--- config.mk ---
export PLATFORM = sky130hd
export DESIGN_NAME = tex_rom_arbiter
export DESIGN_NICKNAME = d
export VERILOG_FILES = /design/src/rtl/tex_arb_pkg.sv /design/src/rtl/tex_arb_tag_pipe.sv /design/src/rtl/tex_rom_arbiter.sv
export SDC_FILE = /design/constraint.sdc
export NUM_CORES = 1
export LEC_CHECK = 0
export BUFFER_PORTS_ARGS = -buffer_cell sky130_fd_sc_hd__buf_2
export CAP_MARGIN = 20
export CORE_MARGIN = 2
export CORE_UTILIZATION = 40
export CTS_CLUSTER_SIZE = 40
export DETAILED_ROUTE_END_ITERATION = 8
export PLACE_DENSITY = 0.84
export REMOVE_ABC_BUFFERS = 1
export SLEW_MARGIN = 25
export SYNTH_ARGS = -nofsm -noshare
export SYNTH_HDL_FRONTEND = slang
export SYNTH_SLANG_ARGS = --single-unit
--- constraint.sdc ---
create_clock -name clk -period 1.81 [get_ports clk]
set_clock_uncertainty 0.05 [all_clocks]
set_input_delay 0.181 -clock clk [delete_from_list [all_inputs] [get_ports clk]]
set_output_delay 0.181 -clock clk [all_outputs]
set_load 0.01 [all_outputs]
--- src/rtl/tex_arb_pkg.sv ---
// Shared constants and types for the texture ROM arbiter.
package tex_arb_pkg;
  localparam int AW_DEF = 10;
  localparam int DW_DEF = 8;

  localparam logic PORT_LCD   = 1'b0;
  localparam logic PORT_PROBE = 1'b1;

  typedef struct packed {
    logic valid;
    logic port;
  } tag_t;
endpackage

--- src/rtl/tex_arb_tag_pipe.sv ---
// Shift register carrying {valid, port} alongside each outstanding ROM read.
module tex_arb_tag_pipe
  import tex_arb_pkg::*;
#(
  parameter int DEPTH = 1
) (
  input  logic clk,
  input  logic rst,
  input  tag_t tag_in,
  output tag_t tag_out
);
  tag_t [DEPTH-1:0] pipe;

  always_ff @(posedge clk) begin
    if (rst) begin
      pipe <= '0;
    end else begin
      pipe[0] <= tag_in;
      for (int i = 1; i < DEPTH; i++) pipe[i] <= pipe[i-1];
    end
  end

  assign tag_out = pipe[DEPTH-1];
endmodule

--- src/rtl/tex_rom_arbiter.sv ---
// Two-port arbiter for the single-port texture ROM: LCD fetch has priority,
// probe port is protected by a starvation guard, responses routed by tag.
module tex_rom_arbiter
  import tex_arb_pkg::*;
#(
  parameter int AW       = AW_DEF,
  parameter int DW       = DW_DEF,
  parameter int ROM_LAT  = 1,
  parameter int MAX_WAIT = 8
) (
  input  logic          clk,
  input  logic          rst,
  input  logic          req0_i,
  input  logic          lock0_i,
  input  logic [AW-1:0] addr0_i,
  output logic          gnt0_o,
  output logic          rvalid0_o,
  output logic [DW-1:0] rdata0_o,
  input  logic          req1_i,
  input  logic [AW-1:0] addr1_i,
  output logic          gnt1_o,
  output logic          rvalid1_o,
  output logic [DW-1:0] rdata1_o,
  output logic          rom_en_o,
  output logic [AW-1:0] rom_addr_o,
  input  logic [DW-1:0] rom_data_i,
  output logic          starve_o
);
  localparam int CW = $clog2(MAX_WAIT + 1);

  logic [CW-1:0] wait_cnt;
  logic          force1;
  tag_t          ret_tag;
  logic          hit0, hit1;
  logic [DW-1:0] rdata0_q, rdata1_q;

  // A locked port-0 burst outranks even the starvation force.
  always_comb begin
    gnt0_o   = 1'b0;
    gnt1_o   = 1'b0;
    starve_o = 1'b0;
    force1   = req1_i && (wait_cnt == CW'(MAX_WAIT));
    if (!rst) begin
      if (req0_i && lock0_i) begin
        gnt0_o = 1'b1;
      end else if (force1) begin
        gnt1_o   = 1'b1;
        starve_o = 1'b1;
      end else if (req0_i) begin
        gnt0_o = 1'b1;
      end else if (req1_i) begin
        gnt1_o = 1'b1;
      end
    end
  end

  assign rom_en_o   = gnt0_o | gnt1_o;
  assign rom_addr_o = gnt0_o ? addr0_i : (gnt1_o ? addr1_i : '0);

  always_ff @(posedge clk) begin
    if (rst || !req1_i || gnt1_o) wait_cnt <= '0;
    else if (wait_cnt != CW'(MAX_WAIT)) wait_cnt <= wait_cnt + 1'b1;
  end

  tex_arb_tag_pipe #(.DEPTH(ROM_LAT)) u_tag_pipe (
    .clk    (clk),
    .rst    (rst),
    .tag_in ('{valid: rom_en_o, port: gnt1_o}),
    .tag_out(ret_tag)
  );

  // Data is forwarded the cycle it arrives and held afterwards.
  assign hit0 = !rst && ret_tag.valid && (ret_tag.port == PORT_LCD);
  assign hit1 = !rst && ret_tag.valid && (ret_tag.port == PORT_PROBE);

  always_ff @(posedge clk) begin
    if (rst) begin
      rdata0_q <= '0;
      rdata1_q <= '0;
    end else begin
      if (hit0) rdata0_q <= rom_data_i;
      if (hit1) rdata1_q <= rom_data_i;
    end
  end

  assign rvalid0_o = hit0;
  assign rvalid1_o = hit1;
  assign rdata0_o  = rst ? '0 : (hit0 ? rom_data_i : rdata0_q);
  assign rdata1_o  = rst ? '0 : (hit1 ? rom_data_i : rdata1_q);
endmodule
==> results of run 1 <==
[Yosys cell counts]
cell type   n  area share, %
nand4bb_1   1            1.2
xor2_1      1           0.91
a211oi_1    1           0.78
nor3_1      3            1.6
inv_1       3            1.2
ha_1        2            2.6
buf_2       2            1.0
a22o_1     10            9.1
buf_6       1            1.2
and3_1      1           0.65
inv_2       2           0.78
nand3_1     9            4.7
o21ai_1     8            4.2
mux2i_1     1            1.0
clkbuf_1    1           0.39
dfxtp_1    22             46
nand3b_1    1           0.78
nand2_1    33             13
nand2b_1    1           0.65
nor2_1      4            1.6
xnor2_1     2            1.8
o311a_1     1            1.0
a21oi_1     2            1.0
nor3b_2     1            1.3
nand3b_4    1            2.1
[worst min path at each step]
stage,from,endpoint,slack [ns],cells past startpoint
final,rom_data_i[0],rdata1_q[0]$_DFF_P_,0.06,3
after global routing,rom_data_i[0],rdata1_q[0]$_DFF_P_,0.06,3
after CTS,rom_data_i[6],rdata1_q[6]$_DFF_P_,0.06,3
after detailed placement,rom_data_i[6],rdata1_q[6]$_DFF_P_,0.37,3
after global placement,rom_data_i[3],rdata1_q[3]$_DFF_P_,0.36,3
after floorplan,rst,u_tag_pipe.tag_out[1]$_SDFF_PP0_,0.20,1
[cell type report]
class	count	area, um2	area share [%]
tap	28	35.03	2.343
sequential	22	442.9	29.62
inverter	5	18.77	1.255
clock buffer	4	36.28	2.427
multi-input combinational	84	551.8	36.90
timing repair buffer	75	410.4	27.45
[sequential cells by signal, summed over array words and instances (netlist names)]
| signal | count |
|---|---|
| u_tag_pipe.tag_out | 2 |
| rdata1_q | 8 |
| wait_cnt | 4 |
| rdata0_q | 8 |
[cells in the final DEF (no fill, tap or decap)]
master,n
buf_2,64
nand2_1,33
dfxtp_1,20
a22o_1,10
nand3_1,9
buf_4,9
o21ai_1,8
inv_2,4
nor2_1,4
nor3_1,3
clkbuf_4,3
o311a_4,2
xnor2_1,2
buf_6,2
dfxtp_2,2
nand3b_1,1
nor3b_2,1
inv_1,1
nand3b_4,1
nand4bb_4,1
nand2b_1,1
a21oi_4,1
a211oi_1,1
xor2_1,1
a21oi_1,1
and3_1,1
mux2i_1,1
ha_4,1
ha_1,1
clkbuf_8,1
[what timing repair did]
item                                    CTS  global route
pin swaps                                 9             7
cloned                                    2             0
endpoints found under the setup margin   13            20
hold buffers                              0             0
gates resized for setup                  12             3
buffers inserted                          3             3
[worst max-delay path, delay by kind of cell (launching register included)]
kind	cells	cell delay, ns
buffers and inverters	4	0.43
DFF	1	0.35
and+or+nand+nor	1	0.13
AOI/OAI and AO/OA	2	0.33
adders and majority gates	1	0.16
[metrics by stage]
| step | cell area [um2] | utilization, % | setup WS, ns |
|---|---|---|---|
| 2_1_floorplan | 938.4 | - | -0.02582 |
| 3_3_place_gp | 1324 | 58.71 | 0.08055 |
| 3_5_place_dp | 1324 | 58.71 | 0.002675 |
| 4_1_cts | 1458 | 64.65 | -0.1446 |
| 5_1_grt | 1495 | 66.32 | -0.2151 |
| 6_report | 1495 | 66.32 | -0.1268 |
[power groups by stage]
stage	registers [mW]	clock network [mW]	logic, mW
2_1_floorplan	0.519	0	0.0750
3_3_place_gp	0.519	0	0.161
3_5_place_dp	0.520	0	0.164
4_1_cts	0.509	0.263	0.181
5_1_grt	0.511	0.282	0.203
6_report	0.509	0.262	0.186
[metal layers]
layer	GRT usage [%]	wire length (um)	up-vias
li1	-	-	550
met1	21.25	1072	518
met2	46.25	1595	66
met3	4.520	251	4
met4	6.838	24	0
met5	0	0	-
[logic make-up after synthesis]
| family | Yosys count | synth area share (%) |
|---|---|---|
| simple gates | 55 | 27.27 |
| xor+xnor | 3 | 2.728 |
| fa+ha+maj | 2 | 2.597 |
| flops | 22 | 45.71 |
| buf+inv | 9 | 4.545 |
| compound gates | 22 | 16.10 |
| mux | 1 | 1.039 |
==> results.sh, run 1 <==
export IMPL_grt_pass1_wl_um=4554
export IMPL_max_cap_violations=0
export IMPL_fin_cells=218
export IMPL_path_clk_slew_ns=0.12
export IMPL_finalSetupViolCount=11
export IMPL_reg2reg_depth=6
export IMPL_ys_ff_latch=22
export IMPL_insertion_delay_ns=0.30
export IMPL_pwr_share_comb_pct=19.4
export IMPL_clock_fmax_ghz=0.5163
export IMPL_crit_path_top_delay_cell="dfxtp_2"
export IMPL_cp_arrival_ns=1.71
export IMPL_startpoint_type="flop"
export IMPL_r2r_slack_ns=0.44
export IMPL_path_common_cell="buf_6"
export IMPL_reg2reg_to="wait_cnt[2]$_SDFFE_PP0P_"
export IMPL_track_usage_pct=22.33
export IMPL_num_rows=17
export IMPL_cts_made_buffers=3
export IMPL_clock_sinks=22
export IMPL_yosysUniqueCellTypes=25
export IMPL_antenna_found_initial=0
export IMPL_drc=0
export IMPL_cts_root_buf="clkbuf_4"
export IMPL_critPathKind="reg -> out"
export IMPL_syn_instance_count=114
export IMPL_required_ns=1.58
export IMPL_cts_tree="yes"
export IMPL_p_leak_nw=0.7898
export IMPL_cts_buffer_depth=2
export IMPL_hold_slack_ns=0.06176
export IMPL_maxSlewViolCount=0
export IMPL_path_max_fanout=6
export IMPL_sw_frac_of_total_pct=25.35
export IMPL_worst_slack_ns=-0.1268
export IMPL_slew_headroom_pct=77.90
export IMPL_p_sw_mw=0.2427
export IMPL_nets=226
export IMPL_initial_core_util_pct=42.73
export IMPL_vias_per_cell=5.220
export IMPL_areaGrowthSynthToFinish_pct=55.19
export IMPL_clock_power_share_pct=27.4
export IMPL_grt_overflow=0
export IMPL_die_w_um=53.08
export IMPL_h_tree_depth=1
export IMPL_crit_path_end="rom_addr_o[1]"
export IMPL_p_int_mw=0.7147
export IMPL_worst_pin_slew_ns=0.3315
export IMPL_grt_pass1_vias=1121
export IMPL_fillers=198
export IMPL_via_count=1138
export IMPL_yosysWarnings=0
export IMPL_gp_congestion=0.8330
export IMPL_layout_min_cycle_time_ns=1.937
export IMPL_status="finished, violations left"
export IMPL_grt_max_degree=18
export IMPL_drive_gt1_share_pct=48.42
export IMPL_io_pins=65
export IMPL_buffer_ports_inserted=64
export IMPL_drt_first_pass_iters=4
export IMPL_yosysSeqAreaShare_pct=45.71
export IMPL_die_area_mm2=0.002817
export IMPL_dp_cells=206
export IMPL_hpwl_um=2153
export IMPL_rsz0062_at_grt="yes"
export IMPL_min_path_type="in -> reg"
export IMPL_p_seq_share_pct=53.2
export IMPL_cp_cell_sequence="inv_2 > ha_4 > buf_6 > nand4bb_4 > a21oi_4 > buf_6 > a22o_1 > buf_2"
export IMPL_crit_path_end_kind="output pin"
export IMPL_hold_viol=0
export IMPL_fp_coreArea_mm2=0.002255
export IMPL_synth_area_per_cell_um2=8.451
export IMPL_finalCritPeriodShare_pct=107.0
export IMPL_setup_tns_ns=-1.204
export IMPL_timing_rr_start="wait_cnt[0]$_SDFFE_PP0P_"
export IMPL_vdd_drop_max_uv=350.8
export IMPL_slowest_delay_ns=0.35
export IMPL_violations="negative setup slack"
export IMPL_wl_per_cell_um=13.50
export IMPL_crit_path_start="wait_cnt[0]$_SDFFE_PP0P_"
export IMPL_wl_um=2943
export IMPL_die_y_um=53.08
export IMPL_final_antenna_net_count=0
export IMPL_num_antenna_cells=0
export IMPL_syn_area_um2=963.4
export IMPL_drt_iter0_markers=15
export IMPL_finalPower_mw=0.9574
export IMPL_power_density_mw_per_mm2=640.3
Note: power is estimated with default switching activity, not from simulation.
==> run 2: changes to the inputs <==
==> constraint.sdc (replaced) <==
create_clock -name clk -period 2 [get_ports clk]
set_clock_uncertainty 0.05 [all_clocks]
set_input_delay 0.2 -clock clk [delete_from_list [all_inputs] [get_ports clk]]
set_output_delay 0.2 -clock clk [all_outputs]
set_load 0.01 [all_outputs]
==> run 2 against run 1 <==
  * The run now ends clean
  * Flip-flop and latch count did not move
  * Die area is the same
  * Critical path depth is 2 lower
  * Utilization fell by 3.3 points
  * Final cell count down 3.2%
  * First-iteration DRC count down 53%
  * Worst hold slack improved by 0.022 ns
  * Combinational power fell by 13%
  * Register-to-register slack improved by 0.33 ns
  * Largest power group unchanged
==> results.sh, run 2 (same netlist as run 1, synthesis figures left out) <==
export IMPL_status="completed"
export IMPL_worst_slack_ns=0.06068
export IMPL_cts_buffer_depth=2
export IMPL_p_leak_nw=0.7511
export IMPL_hold_slack_ns=0.08414
export IMPL_final_area_mm2=0.001421
export IMPL_grt_overflow=0
export IMPL_path_clk_slew_ns=0.11
export IMPL_drt_first_pass_iters=4
export IMPL_via_count=1080
export IMPL_drive_gt1_share_pct=46.45
export IMPL_power_density_mw_per_mm2=567.3
export IMPL_rsz0062_at_grt="yes"
export IMPL_layout_min_cycle_time_ns=1.939
export IMPL_ctsHoldBuffers=0
export IMPL_antenna_found_initial=0
export IMPL_drc=0
export IMPL_vias_per_cell=5.118
export IMPL_track_usage_pct=21.40
export IMPL_grt_pass1_vias=1050
export IMPL_io_pins=65
export IMPL_clock_fmax_ghz=0.5156
export IMPL_insertion_delay_ns=0.29
export IMPL_final_common_cell="buf_2"
export IMPL_reg_top3="rdata0_q x8, rdata1_q x8, wait_cnt x4"
export IMPL_dp_cells=204
export IMPL_drt_iter0_markers=7
export IMPL_clock_sinks=22
export IMPL_finalSetupViolCount=0
export IMPL_worst_pin_slew_ns=0.3553
export IMPL_dpl_worst_slack_ns=0.1551
export IMPL_buffer_ports_inserted=64
export IMPL_setup_tns_ns=0
export IMPL_num_rows=17
export IMPL_grt_pass1_wl_um=4395
export IMPL_path_max_fanout=6
export IMPL_fp_coreArea_mm2=0.002255
export IMPL_grt_max_degree=19
export IMPL_die_y_um=53.08
export IMPL_final_antenna_net_count=0
export IMPL_wl_per_cell_um=13.41
export IMPL_nets=220
export IMPL_gp_congestion=0.8654
export IMPL_slew_headroom_pct=76.24
export IMPL_critPathKind="reg -> out"
export IMPL_vdd_drop_max_uv=324.9
export IMPL_areaGrowthSynthToFinish_pct=47.53
export IMPL_die_area_mm2=0.002817
export IMPL_layout_common_cells="buf_2 (64), nand2_1 (33), dfxtp_1 (20)"
export IMPL_required_ns=1.75
export IMPL_h_tree_depth=1
export IMPL_maxSlewViolCount=0
export IMPL_finalPower_mw=0.8064
export IMPL_final_core_util_pct=63.04
export IMPL_num_antenna_cells=0
export IMPL_min_path_type="in -> reg"
export IMPL_cts_tree="yes"
export IMPL_die_w_um=53.08
export IMPL_dpl_instance_area_mm2=0.001309
export IMPL_fin_cells=211
export IMPL_wl_um=2830
export IMPL_initial_core_util_pct=42.73
export IMPL_fillers=200
export IMPL_hpwl_um=2195
export IMPL_hold_viol=0
export IMPL_cts_root_buf="clkbuf_4"
export IMPL_finalCritPeriodShare_pct=96.97
export IMPL_max_cap_violations=0
export IMPL_cp_arrival_ns=1.69
export IMPL_crit_path_end_kind="output pin"
export IMPL_startpoint_type="flop"
export IMPL_cts_made_buffers=3
-- run 2: cell count changes in the layout (fill, tap and decap cells not counted), sizes merged --
cell	before	now
buf	75	69
clkbuf	4	3
-- run 2: path summary, 6_finish.rpt --
kind,from,end,slack (ns),cells after the start
setup / recovery,wait_cnt[0]$_SDFFE_PP0P_,rom_addr_o[3],0.06,6
hold / removal,rom_data_i[3],rdata1_q[3]$_DFF_P_,0.08,3
setup reg to reg,wait_cnt[0]$_SDFFE_PP0P_,wait_cnt[2]$_SDFFE_PP0P_,0.77,5
hold reg to reg,rdata1_q[3]$_DFF_P_,rdata1_q[3]$_DFF_P_,0.42,2
-- run 2: area by class of cell --
type	count	area (um2)	area share [%]
multi-input cells	84	544.3	38.29
flip-flops and latches	22	442.9	31.16
repair buffers	69	357.8	25.18
well taps	28	35.03	2.465
clock buffers	3	22.52	1.585
inverters	5	18.77	1.320
-- run 2: timing repair --
action	in CTS	in global routing
resized for setup	7	3
gates cloned	1	0
setup buffers	3	0
endpoints found under the setup margin	10	10
pin swaps	2	4
-- run 2: layer usage --
metal / vias up / wire length [um] / global-route usage, %
li1: 535 / - / -
met1: 487 / 1065 / 19.76
met2: 56 / 1521 / 45.21
met3: 2 / 229 / 4.520
met4: 0 / 12 / 5.983
met5: - / 0 / 0
-- run 2: power breakdown --
| group | switching, mW | total [mW] | internal [mW] |
|---|---|---|---|
| clock | 0.115 | 0.185 | 0.0699 |
| combinational | 0.0870 | 0.161 | 0.0740 |
| sequential | 0.00513 | 0.460 | 0.455 |
-- run 2: worst max-delay path, cell delays in order, from the launching register on --
cell	delay, ns
dfxtp_2	0.34
inv_2	0.06
ha_4	0.16
nand3b_4	0.10
o311a_4	0.35
a22o_1	0.24
buf_2	0.14
